==> src/rtl/mc_ctrl_if.sv <==
// mc_ctrl_if: datapath <-> multi-cycle controller handshake and select bundle
interface mc_ctrl_if;
  logic [5:0] op;
  logic [5:0] funct;
  logic       zero;
  logic       mem_ready;
  logic       pc_write;
  logic       ir_write;
  logic       i_or_d;
  logic       mem_read;
  logic       mem_write;
  logic       reg_write;
  logic       reg_dst;
  logic       mem_to_reg;
  logic       alu_src_a;
  logic [1:0] alu_src_b;
  logic [3:0] alu_ctrl;
  logic [1:0] pc_src;
  logic [3:0] state;
  logic       illegal;
  modport master (
    input  op, funct, zero, mem_ready,
    output pc_write, ir_write, i_or_d, mem_read, mem_write, reg_write, reg_dst,
           mem_to_reg, alu_src_a, alu_src_b, alu_ctrl, pc_src, state, illegal
  );
  modport slave (
    output op, funct, zero, mem_ready,
    input  pc_write, ir_write, i_or_d, mem_read, mem_write, reg_write, reg_dst,
           mem_to_reg, alu_src_a, alu_src_b, alu_ctrl, pc_src, state, illegal
  );
endinterface

==> src/rtl/mc_ctrl_fsm.sv <==
// mc_ctrl_fsm: multi-cycle MIPS-subset controller sequencing IF/ID/EX/MEM/WB
module mc_ctrl_fsm #(
  parameter logic [3:0] RESET_STATE = 4'd0
) (
  input logic        clk,
  input logic        rst,
  mc_ctrl_if.master  bus
);
  typedef enum logic [3:0] {
    S_IF = 4'd0, S_ID = 4'd1, S_EX_R = 4'd2, S_EX_SH = 4'd3, S_EX_I = 4'd4,
    S_MEM_ADDR = 4'd5, S_MEM_RD = 4'd6, S_MEM_WB = 4'd7, S_MEM_WR = 4'd8,
    S_R_WB = 4'd9, S_I_WB = 4'd10, S_BR = 4'd11, S_JMP = 4'd12, S_HALT = 4'd13
  } state_t;
  localparam logic [3:0] ADD = 4'b0000, SUB = 4'b0001, AND = 4'b0010, OR = 4'b0011,
                         SLT = 4'b0100, SLL = 4'b0101, SRL = 4'b0110;
  state_t st, nxt, id_nxt;
  logic [5:0] op_q, funct_q;
  logic illegal_q, sh_ok, r_ok;
  logic pcw, irw, memw, regw;
  always_ff @(posedge clk or posedge rst) begin
    if (rst) begin
      st        <= state_t'(RESET_STATE);
      op_q      <= '0;
      funct_q   <= '0;
      illegal_q <= 1'b0;
    end else begin
      st <= nxt;
      if (st == S_ID) begin
        op_q    <= bus.op;
        funct_q <= bus.funct;
      end
      if (nxt == S_HALT) illegal_q <= 1'b1;
    end
  end
  // ID decodes the live IR; later states only look at the latched copies
  always_comb begin
    sh_ok  = bus.op == 6'b000000 && (bus.funct == 6'b000000 || bus.funct == 6'b000010);
    r_ok   = bus.op == 6'b000000 && (bus.funct == 6'b100000 || bus.funct == 6'b100010 ||
             bus.funct == 6'b100100 || bus.funct == 6'b100101 || bus.funct == 6'b101010);
    id_nxt = sh_ok ? S_EX_SH :
             r_ok ? S_EX_R :
             bus.op == 6'b001000 ? S_EX_I :
             (bus.op == 6'b100011 || bus.op == 6'b101011) ? S_MEM_ADDR :
             bus.op == 6'b000100 ? S_BR :
             bus.op == 6'b000010 ? S_JMP : S_HALT;
  end
  always_comb begin
    nxt            = S_IF;
    pcw            = 1'b0;
    irw            = 1'b0;
    memw           = 1'b0;
    regw           = 1'b0;
    bus.i_or_d     = 1'b0;
    bus.mem_read   = 1'b0;
    bus.reg_dst    = 1'b0;
    bus.mem_to_reg = 1'b0;
    bus.alu_src_a  = 1'b0;
    bus.alu_src_b  = 2'b00;
    bus.alu_ctrl   = ADD;
    bus.pc_src     = 2'b00;
    case (st)
      S_IF: begin
        bus.mem_read  = 1'b1;
        bus.alu_src_b = 2'b01;
        pcw           = bus.mem_ready;
        irw           = bus.mem_ready;
        nxt           = bus.mem_ready ? S_ID : S_IF;
      end
      S_ID: begin
        bus.alu_src_b = 2'b11;
        nxt           = id_nxt;
      end
      S_EX_R: begin
        bus.alu_ctrl = funct_q == 6'b100010 ? SUB :
                       funct_q == 6'b100100 ? AND :
                       funct_q == 6'b100101 ? OR :
                       funct_q == 6'b101010 ? SLT : ADD;
        nxt          = S_R_WB;
      end
      S_EX_SH: begin
        bus.alu_src_a = 1'b1;
        bus.alu_ctrl  = funct_q == 6'b000000 ? SLL : SRL;
        nxt           = S_R_WB;
      end
      S_EX_I: begin
        bus.alu_src_b = 2'b10;
        nxt           = S_I_WB;
      end
      S_MEM_ADDR: begin
        bus.alu_src_b = 2'b10;
        nxt           = op_q == 6'b100011 ? S_MEM_RD : S_MEM_WR;
      end
      S_MEM_RD: begin
        bus.mem_read = 1'b1;
        bus.i_or_d   = 1'b1;
        nxt          = bus.mem_ready ? S_MEM_WB : S_MEM_RD;
      end
      S_MEM_WB: begin
        regw           = 1'b1;
        bus.mem_to_reg = 1'b1;
      end
      S_MEM_WR: begin
        memw       = 1'b1;
        bus.i_or_d = 1'b1;
        nxt        = bus.mem_ready ? S_IF : S_MEM_WR;
      end
      S_R_WB: begin
        regw        = 1'b1;
        bus.reg_dst = 1'b1;
      end
      S_I_WB: regw = 1'b1;
      S_BR: begin
        bus.alu_ctrl = SUB;
        bus.pc_src   = 2'b01;
        pcw          = bus.zero;
      end
      S_JMP: begin
        bus.pc_src = 2'b10;
        pcw        = 1'b1;
      end
      S_HALT: nxt = S_HALT;
      default: nxt = S_IF;
    endcase
  end
  // state is already IF during reset; this only keeps the IF strobes quiet
  assign bus.pc_write  = pcw & ~rst;
  assign bus.ir_write  = irw & ~rst;
  assign bus.mem_write = memw & ~rst;
  assign bus.reg_write = regw & ~rst;
  assign bus.state     = st;
  assign bus.illegal   = illegal_q;
endmodule

==> src/flat_wrapper.sv <==
// flat-port wrapper written by rule: the top's interface ports become plain ports
module mc_ctrl_fsm_flat 
#(
  parameter logic [3:0] RESET_STATE = 4'd0
)
  (clk, rst, bus_op, bus_funct, bus_zero, bus_mem_ready, bus_pc_write, bus_ir_write, bus_i_or_d, bus_mem_read, bus_mem_write, bus_reg_write, bus_reg_dst, bus_mem_to_reg, bus_alu_src_a, bus_alu_src_b, bus_alu_ctrl, bus_pc_src, bus_state, bus_illegal);
  mc_ctrl_if bus_i ();
  input logic clk;
  input logic rst;
  input wire logic [$bits(bus_i.op)-1:0] bus_op;
  input wire logic [$bits(bus_i.funct)-1:0] bus_funct;
  input wire logic [$bits(bus_i.zero)-1:0] bus_zero;
  input wire logic [$bits(bus_i.mem_ready)-1:0] bus_mem_ready;
  output wire logic [$bits(bus_i.pc_write)-1:0] bus_pc_write;
  output wire logic [$bits(bus_i.ir_write)-1:0] bus_ir_write;
  output wire logic [$bits(bus_i.i_or_d)-1:0] bus_i_or_d;
  output wire logic [$bits(bus_i.mem_read)-1:0] bus_mem_read;
  output wire logic [$bits(bus_i.mem_write)-1:0] bus_mem_write;
  output wire logic [$bits(bus_i.reg_write)-1:0] bus_reg_write;
  output wire logic [$bits(bus_i.reg_dst)-1:0] bus_reg_dst;
  output wire logic [$bits(bus_i.mem_to_reg)-1:0] bus_mem_to_reg;
  output wire logic [$bits(bus_i.alu_src_a)-1:0] bus_alu_src_a;
  output wire logic [$bits(bus_i.alu_src_b)-1:0] bus_alu_src_b;
  output wire logic [$bits(bus_i.alu_ctrl)-1:0] bus_alu_ctrl;
  output wire logic [$bits(bus_i.pc_src)-1:0] bus_pc_src;
  output wire logic [$bits(bus_i.state)-1:0] bus_state;
  output wire logic [$bits(bus_i.illegal)-1:0] bus_illegal;
  assign bus_i.op = bus_op;
  assign bus_i.funct = bus_funct;
  assign bus_i.zero = bus_zero;
  assign bus_i.mem_ready = bus_mem_ready;
  assign bus_pc_write = bus_i.pc_write;
  assign bus_ir_write = bus_i.ir_write;
  assign bus_i_or_d = bus_i.i_or_d;
  assign bus_mem_read = bus_i.mem_read;
  assign bus_mem_write = bus_i.mem_write;
  assign bus_reg_write = bus_i.reg_write;
  assign bus_reg_dst = bus_i.reg_dst;
  assign bus_mem_to_reg = bus_i.mem_to_reg;
  assign bus_alu_src_a = bus_i.alu_src_a;
  assign bus_alu_src_b = bus_i.alu_src_b;
  assign bus_alu_ctrl = bus_i.alu_ctrl;
  assign bus_pc_src = bus_i.pc_src;
  assign bus_state = bus_i.state;
  assign bus_illegal = bus_i.illegal;
  mc_ctrl_fsm #(.RESET_STATE(RESET_STATE)) u_core (.clk(clk), .rst(rst), .bus(bus_i));
endmodule
==> config.mk <==
export PLATFORM = sky130hd
export DESIGN_NAME = mc_ctrl_fsm_flat
export DESIGN_NICKNAME = d
export VERILOG_FILES = /design/src/rtl/mc_ctrl_if.sv /design/src/rtl/mc_ctrl_fsm.sv /design/src/flat_wrapper.sv
export SDC_FILE = /design/constraint.sdc
export NUM_CORES = 1
export LEC_CHECK = 0
export ABC_CLOCK_PERIOD_IN_PS = 4600
export CAP_MARGIN = 20
export CORE_MARGIN = 1.5
export CORE_UTILIZATION = 45
export DETAILED_ROUTE_END_ITERATION = 16
export PLACE_DENSITY = 0.86
export SLEW_MARGIN = 0
export SYNTH_ARGS = -nofsm -noshare
export SYNTH_HDL_FRONTEND = slang
export SYNTH_SLANG_ARGS = --single-unit
==> constraint.sdc <==
create_clock -name clk -period 4.6 [get_ports clk]
set_input_delay 0.46 -clock clk [delete_from_list [all_inputs] [get_ports clk]]
set_output_delay 0.46 -clock clk [all_outputs]
set_load 0.02 [all_outputs]
==> results of run 1 <==
-- kinds of logic after synthesis --
kind of cell             count (synthesis)  share of synthesized area, %
AO/OA/AOI/OAI                           28                         18.13
buffers and inverters                   14                         5.043
XOR/XNOR                                 1                        0.7512
other                                    1                        0.3216
AND/OR/NAND/NOR                         53                         25.97
flip-flops                              17                         36.48
multiplexers                            13                         12.45
adder cells (fa/ha/maj)                  1                        0.8584
-- stage by stage --
step	power (mW)	utilization (%)	std cells	hold slack, ns	area, sq um
6_report	0.9252	63.81	191	0.4901	1567
5_1_grt	0.9966	63.81	191	0.5045	1567
4_1_cts	0.9155	63.35	190	0.4977	1555
3_5_place_dp	0.8291	62.23	186	0.4709	1528
3_3_place_gp	0.8065	62.23	186	0.4599	1528
2_1_floorplan	0.6506	-	128	0.3945	1166
-- cells in the final DEF, fill, tap and decap left out, drive strengths merged, types with 2 or more instances in the layout --
cell	n
clkdlybuf4s50	36
dfrtp	17
mux2	12
nor3	11
nor2	10
nand2b	7
nand2	7
a21oi	7
inv	6
o21ai	5
nor4	4
nor3b	3
a41oi	3
clkbuf	3
nand3	2
and3	2
-- layer usage --
layer  up-vias  GRT usage (%)  part of all wire, %
li1        541              -                    -
met1       520          29.81                   45
met2        37          40.24                   49
met3         5          2.778                  4.7
met4         0          9.829                  1.5
met5         -              0                    0
-- layout make-up --
cell class                 instances  area (sq um)
inverter                           6         22.52
clock buffer                       3         22.52
sequential                        17         425.4
tap                               30         37.54
timing repair buffer              37         371.6
multi-input combinational         97         681.9
fill                             214         888.4
clock inverter                     1         5.005
-- power breakdown --
| part | switching, mW | internal (mW) | total, mW |
|---|---|---|---|
| Sequential | 0.120 | 0.222 | 0.342 |
| Combinational | 0.238 | 0.265 | 0.502 |
| Clock | 0.0486 | 0.0325 | 0.0811 |
-- final timing paths --
path / to / slack [ns] / cells past startpoint
worst max-delay path: bus_alu_ctrl[0] / 1.74 / 5
worst min-delay path: u_core.bus.illegal$_DFFE_PP0N_ / 0.49 / 1
worst max register to register: u_core.funct_q[1]$_DFFE_PP0P_ / 2.57 / 4
worst min register to register: u_core.bus.illegal$_DFFE_PP0N_ / 0.49 / 1
max in group asynchronous: u_core.op_q[0]$_DFFE_PP0P_ / 3.52 / 2
min in group asynchronous: u_core.bus.state[1]$_DFF_PP0_ / 0.64 / 2
-- registers in the layout, summed over array words and instances (netlist names) --
name / cells
u_core.bus.illegal: 1
u_core.op_q: 6
u_core.bus.state: 4
u_core.funct_q: 6
==> metrics, run 1 <==
Resized cells post-CTS 0; Final Hold Fails 0; Mean Syn Cell Area around 9.1 sq um; CTS root buf clkbuf_4; drt wl/cell approximately 15 microns; Power per Cell Area 590.6 nW/um^2; Die X roughly 54 microns; total die area between 2000 and 3000 sq um; Yosys reg bits 17; fin crit period approximately 2.9 ns; ys async rst share between 90% and 100%; P_leak 0.6019 nW; Sink Count 17; Post-DRT Antenna Nets 0; CP Max Fanout 6; Post-CTS Hold Fix Bufs 0; H-tree levels 1; Pins Over Slew Limit 0; # nets final 178; largest cells by area after synthesis dfrtp_1, mux2_2, nor3_1, nand2b_1, nor2_1; Synth-to-Final Area Change 34.33%; core area 2455 sq um; RSZ-0062 raised after global routing no; cell with the most instances after synthesis dfrtp_1; Final Skew 0.001023 ns; largest net degree at the start of global routing 19; Vias/cell 5.775; Starting Density a little under half; final setup TNS 0 ns; Clock Tree Buf Depth 2; maxcap violations 0; initial antenna violation count 0; Worst Setup End Kind output port; kind of critical path flop to output port; hold_sp u_core.bus.illegal$_DFFE_PP0N_; Die H 53.91 microns; YS warnings 0; area share of the largest cell type after synthesis between 30 and 40%; worst vdd ir approximately 0.00043 V; Port Buffer Count 36; delay-heaviest family, CP buffers and inverters; slowest CP cell clkdlybuf4s50_1; global-route wire length before repair 4850 microns; max incr delay on CP 0.65 ns; number of global-route vias before repair 1022; distinct cell type count after synthesis 44; # diodes 0; worst-skew pair later-pin latency 0.30 ns; CP startpoint kind flop; PnR worst setup slack 1.735 ns; CTS buffer count 3; syn_nets 144; Least-Margin Pin Slew ~0.71 ns; FMAX 349.1 MHz; Vias 1103; CTS clk-pin slew, worst paths 0.10 ns; total congestion overflow 0; DP Worst Slack 1.888 ns; type of the most critical hold path flop to flop; Primary FF master, synth dfrtp_1; Post-Syn Area 1166 sq um; CP startpoint u_core.funct_q[1]$_DFFE_PP0P_; Tcrit/Tclk final a little over 60%; worst path cell trace nor4_1 > nor3b_1 > o21ai_0 > a211oi_1 > clkdlybuf4s50_1; Post-CTS Setup Repair Bufs 0; Crit Reg-Reg Startpoint u_core.bus.state[0]$_DFF_PP0_; final WL about 2900 microns; max_slew headroom a little over half; Seq/Total Area, Yosys 36.48%; layout cells sized above 1 14.29%; area leader, netlist dfrtp_1; status finished clean; Tot GR Track Use 23.52%; drt initial violations 21; crit path DAT 2.40 ns; Core Rows 18; cell count after synthesis 128; Post-synth EDFFs 0; DRT Pass-1 Iters 4; Crit path buffers/inverters 1; most common library cells after synthesis dfrtp_1, mux2_2, nor2_1, nor3_1; final setup vio count 0; Placer Congestion ~0.81; num ports 38; DRC 0; CTS tree built; Critical Path RT 4.14 ns; Post-DP HPWL between 2000 and 2500 microns
No activity file was read; power rests on OpenSTA's default activity.
==> run 2: changes to the inputs <==
Settings changed: ABC_CLOCK_PERIOD_IN_PS 4600 to 2800.
Clock period 4.6 ns to 2.8 ns, I/O delays scaled along.
==> metrics, run 2 (synthesis gave the netlist of run 1 again) <==
largest net degree at the start of global routing 19 (unchanged); Post-DRT Antenna Nets 0 (unchanged); Worst Setup End Kind output port; CTS tree built; Least-Margin Pin Slew 0.5171 ns (-0.1959 ns); CTS clk-pin slew, worst paths 0.10 ns (about the same); GRT busiest layer met2; crit path DAT 2.31 ns (-0.09 ns); DRT Pass-1 Iters 4 (unchanged); r2r setup slk 0.93 ns (-1.64 ns); final setup TNS 0 ns (unchanged); layout cells sized above 1 14.81% (+0.53 points); Core Rows 18 (unchanged); Tcrit/Tclk final 92.56%; Post-DP HPWL 2159 microns (+2.6%); # diodes 0 (unchanged); fin crit period 2.592 ns; most common cell after layout, fill and taps aside clkdlybuf4s50_1; maxcap violations 0 (unchanged); FMAX 385.9 MHz; CP Max Fanout 6 (unchanged); Final Hold Fails 0 (unchanged); status finished clean; CTS root buf clkbuf_4; Tot GR Track Use 20.34% (-3.2 points); Min Hold Slack 0.3997 ns (-0.09032 ns); grt met3 use 3.889% (+1.1 points); worst vdd ir 0.0006699 V (+55%); type of the most critical hold path input port to asynchronous set/reset pin; worst-skew pair later-pin latency 0.30 ns (about the same); CTS buffer count 3 (unchanged); drt wl/cell 14.41 microns (-6.7%); Pins Over Slew Limit 0 (unchanged); Synth-to-Final Area Change 34.66%; total congestion overflow 0 (unchanged); Resized cells post-CTS 0 (unchanged); CP startpoint kind flop; num ports 38 (unchanged); Crit Reg-Reg Startpoint u_core.bus.state[0]$_DFF_PP0_; number of global-route vias before repair 1012 (-0.98%); Clock Tree Buf Depth 2 (unchanged); Die X 53.91 microns (unchanged); P_leak 0.6059 nW (+0.65%); RSZ-0062 raised after global routing no; GR Util met2 33.94% (-6.3 points); most frequent cells in the layout clkdlybuf4s50_1, dfrtp_1, mux2_2, nor3_1, nor2_1; H-tree levels 1 (unchanged); Starting Density 47.50% (unchanged); initial antenna violation count 0 (unchanged); non-filler cells, final 192 (+0.52%); Die H 53.91 microns (unchanged); Port Buffer Count 36 (unchanged); Post-CTS Hold Fix Bufs 0 (unchanged); Post-CTS Setup Repair Bufs 0 (unchanged); core area 2455 sq um (unchanged); final WL 2766 microns (-6.2%); max_slew headroom 65.53% (+13 points); FF-to-FF End u_core.bus.illegal$_DFFE_PP0N_; Vias 1110 (+0.63%); DRC 0 (unchanged); global-route wire length before repair 4291 microns (-12%); Worst R2R Path Depth 6 (+2); Critical Path RT 2.52 ns (-1.62 ns); Placed Cells 188 (+1.1%); M1 GR Usage 24.48% (-5.3 points); drt initial violations 27 (+29%); Power per Cell Area 953.3 nW/um^2 (+61%); Sink Count 17 (unchanged); total die area 2906 sq um (unchanged); Vias/cell 5.781 (+0.11%); final setup vio count 0 (unchanged); Final Skew 0.008040 ns (+0.007016 ns); kind of critical path flop to output port; Placer Congestion 0.7994 (-0.97%); # nets final 179 (+0.56%)
==> run 2: per-layer routing <==
layer  routed length [microns]  part of all wire (%)
met5                         0                     0
met4                        52                   1.9
met1                      1191                    43
met3                       166                   6.0
met2                      1355                    49
==> run 2: area by class of cell <==
cell class | count | area [sq um]
Clock buffer | 3 | 22.52
Clock inverter | 1 | 5.005
Fill cell | 211 | 884.6
Inverter | 6 | 22.52
Multi-Input combinational cell | 97 | 681.9
Sequential cell | 17 | 425.4
Tap cell | 30 | 37.54
Timing Repair Buffer | 38 | 375.4
==> run 2: how the worst max path moves through the flow <==
stage / from / end / slack, ns / cells past startpoint
final: u_core.funct_q[1]$_DFFE_PP0P_ / bus_alu_ctrl[0] / 0.21 / 5
after global routing: u_core.funct_q[1]$_DFFE_PP0P_ / bus_alu_ctrl[0] / 0.003 / 5
after CTS: u_core.funct_q[1]$_DFFE_PP0P_ / bus_alu_ctrl[0] / 0.18 / 5
after detailed placement: u_core.funct_q[1]$_DFFE_PP0P_ / bus_alu_ctrl[0] / 0.52 / 5
after global placement: u_core.funct_q[1]$_DFFE_PP0P_ / bus_alu_ctrl[0] / 0.62 / 5
after floorplan: u_core.bus.state[2]$_DFF_PP0_ / bus_pc_write / 0.61 / 5
==> run 2: critical path: stages (launching register included) <==
cell and delay [ns]:
dfrtp_1 0.44, nor4_1 0.38, nor3b_1 0.22, o21ai_0 0.10
a211oi_1 0.25, clkdlybuf4s50_1 0.64
==> run 2: power by group <==
part	leakage [nW]	switching, mW	internal, mW
clock network	0.0177	0.0807	0.0533
registers	0.204	0.196	0.365
logic	0.384	0.371	0.431
==> run 2: per-stage QoR <==
step / setup WS, ns / area, sq um / total power, mW / utilization [%]
after detailed placement: 0.5238 / 1543 / 1.368 / 62.84
after global routing: 0.002821 / 1570 / 1.608 / 63.97
after global placement: 0.6189 / 1543 / 1.336 / 62.84
after CTS: 0.1814 / 1570 / 1.504 / 63.97
final: 0.2084 / 1570 / 1.497 / 63.97
after floorplan: 0.6096 / 1166 / 1.069 / -
==> run 3: changes to the inputs <==
Settings changed: ABC_CLOCK_PERIOD_IN_PS 2800 to 2150, CORE_ASPECT_RATIO set to 1.4, CORE_UTILIZATION 45 to 41, CTS_CLUSTER_SIZE set to 24, PLACE_DENSITY 0.86 to 0.83.
Clock period 2.8 ns to 2.15 ns, I/O delays scaled along.
==> metrics, run 3 (synthesis gave the netlist of run 1 again) <==
status finished clean; type of the most critical hold path input port to asynchronous set/reset pin; PnR worst setup slack 0.1217 ns (-0.08670 ns); P_leak 0.7168 nW (+18%); total die area 3177 sq um (+9.3%); Port Buffer Count 36 (unchanged); DP Worst Slack 0.009362 ns (-0.5145 ns); number of global-route vias before repair 1186 (+17%); Die X 48.07 microns (-11%); most common cell after layout, fill and taps aside clkdlybuf4s50_1; Tcrit/Tclk final 94.34%; CP Max Fanout 13 (+7); Placer Congestion 0.7985 (-0.11%); worst path cell trace nor3_1 > and3_1 > clkdlybuf4s50_1; FF-to-FF End u_core.bus.illegal$_DFFE_PP0N_; # diodes 0 (unchanged); Worst R2R Path Depth 7 (+1); total congestion overflow 0 (unchanged); Post-CTS Setup Repair Bufs 0 (unchanged); M1 WL 1182 microns (-0.76%); DRT Pass-1 Iters 4 (unchanged); Critical Path RT 1.93 ns (-0.59 ns); max_slew headroom 66.90% (+1.4 points); drt wl/cell 14.49 microns (+0.59%); final setup TNS 0 ns (unchanged); Pins Over Slew Limit 0 (unchanged); Die H 66.10 microns (+23%); fin util 63.26% (-0.70 points); Min Hold Slack 0.3248 ns (-0.07493 ns); kind of critical path flop to output port; CTS buffer count 3 (unchanged); worst-skew pair later-pin latency 0.29 ns (about the same); CTS root buf clkbuf_4; instance count on the critical path 3 (-2); Crit path buffers/inverters 1 (unchanged); initial antenna violation count 0 (unchanged); CTS clk-pin slew, worst paths 0.09 ns (about the same); Post-CTS Hold Fix Bufs 0 (unchanged); # nets final 193 (+7.8%); Power per Cell Area 1230 nW/um^2 (+29%); Tot GR Track Use 21.45% (+1.1 points); num ports 38 (unchanged); final WL 3072 microns (+11%); largest net degree at the start of global routing 18 (-1); Final Skew 0.003142 ns (-0.004898 ns); final setup vio count 0 (unchanged); Final Hold Fails 0 (unchanged); RSZ-0062 raised after global routing no; FMAX 493.0 MHz; worst vdd ir 0.0007181 V (+7.2%); Core Rows 22 (+4); slowest CP cell clkdlybuf4s50_1; Resized cells post-CTS 10 (+10); global-route wire length before repair 4899 microns (+14%); crit path DAT 1.81 ns (-0.50 ns); Crit Reg-Reg Startpoint u_core.bus.state[3]$_DFF_PP0_; layout cells sized above 1 25.00% (+10 points); Post-DRT Antenna Nets 0 (unchanged); most frequent cells in the layout clkdlybuf4s50_1, buf_4, dfrtp_1, mux2_2; DRC 0 (unchanged); CTS tree built; drt initial violations 20 (-26%); WL met2 1713 microns (+26%); Sink Count 17 (unchanged); delay-heaviest family, CP buffers and inverters; Synth-to-Final Area Change 44.85%; met3 WL post-DR 88 microns (-47%); Post-DP HPWL 2476 microns (+15%); Critical Path End bus_ir_write; Starting Density 43.67% (-3.8 points); core area 2670 sq um (+8.8%); H-tree levels 1 (unchanged); Clock Tree Buf Depth 2 (unchanged); Top Metal Used met4; fin crit period between 2 and 2.5 ns; Vias/cell 5.627 (-2.7%); max incr delay on CP 0.60 ns (-0.04 ns); Vias 1193 (+7.5%); Worst Setup End Kind output port; CP startpoint kind flop; r2r setup slk 0.40 ns (-0.53 ns); Least-Margin Pin Slew 0.4919 ns (-0.02521 ns); maxcap violations 0 (unchanged); CP startpoint u_core.bus.state[1]$_DFF_PP0_
==> run 3: changes by cell type in the layout (fill, tap and decap cells not counted), sizes merged <==
cell / before / now
dlygate4sd2: 0 / 4
clkbuf: 3 / 4
clkdlybuf4s50: 36 / 29
buf: 2 / 16
dlymetal6s2s: 0 / 2
==> run 3: metal layers <==
| layer | GRT usage [%] | up-vias |
|---|---|---|
| met2 | 38.17 | 44 |
| met4 | 11.49 | 0 |
| met5 | 0 | - |
| met1 | 23.78 | 569 |
| li1 | - | 572 |
| met3 | 1.093 | 8 |
==> run 3: cell type report <==
| type | count | area (sq um) |
|---|---|---|
| multi-input combinational | 97 | 688.2 |
| clock inverter | 1 | 5.005 |
| sequential | 17 | 430.4 |
| inverter | 6 | 22.52 |
| clock buffer | 3 | 22.52 |
| tap | 36 | 45.04 |
| fill | 223 | 980.9 |
| timing repair buffer | 52 | 475.5 |
==> run 3: tightest hold or removal path, cell delays in order <==
cell and delay (ns):
clkdlybuf4s50_1 0.44, inv_1 0.09, buf_4 0.25
==> run 3: report_power, final <==
part | leakage (nW) | internal, mW | switching (mW) | total [mW]
registers | 0.198 | 0.483 | 0.204 | 0.687
logic | 0.501 | 0.643 | 0.583 | 1.23
clock network | 0.0177 | 0.0693 | 0.0960 | 0.165
total | 0.717 | 1.19 | 0.883 | 2.08
==> run 3: worst min path at each step <==
stage                                          end  cells past startpoint                            from
global route         u_core.bus.state[3]$_DFF_PP0_                      3                             rst
global placement    u_core.bus.illegal$_DFFE_PP0N_                      1  u_core.bus.illegal$_DFFE_PP0N_
detailed placement  u_core.bus.illegal$_DFFE_PP0N_                      1  u_core.bus.illegal$_DFFE_PP0N_
CTS                 u_core.bus.illegal$_DFFE_PP0N_                      3                             rst
floorplan           u_core.bus.illegal$_DFFE_PP0N_                      1                             rst
finish               u_core.bus.state[1]$_DFF_PP0_                      3                             rst
==> run 3: per-stage QoR <==
stage	power (mW)	cells	instance area, sq um
floorplan	1.392	128	1166
global placement	1.860	208	1655
detailed placement	1.915	208	1655
global route	2.213	212	1689
finish	2.078	212	1689
CTS	2.084	212	1685
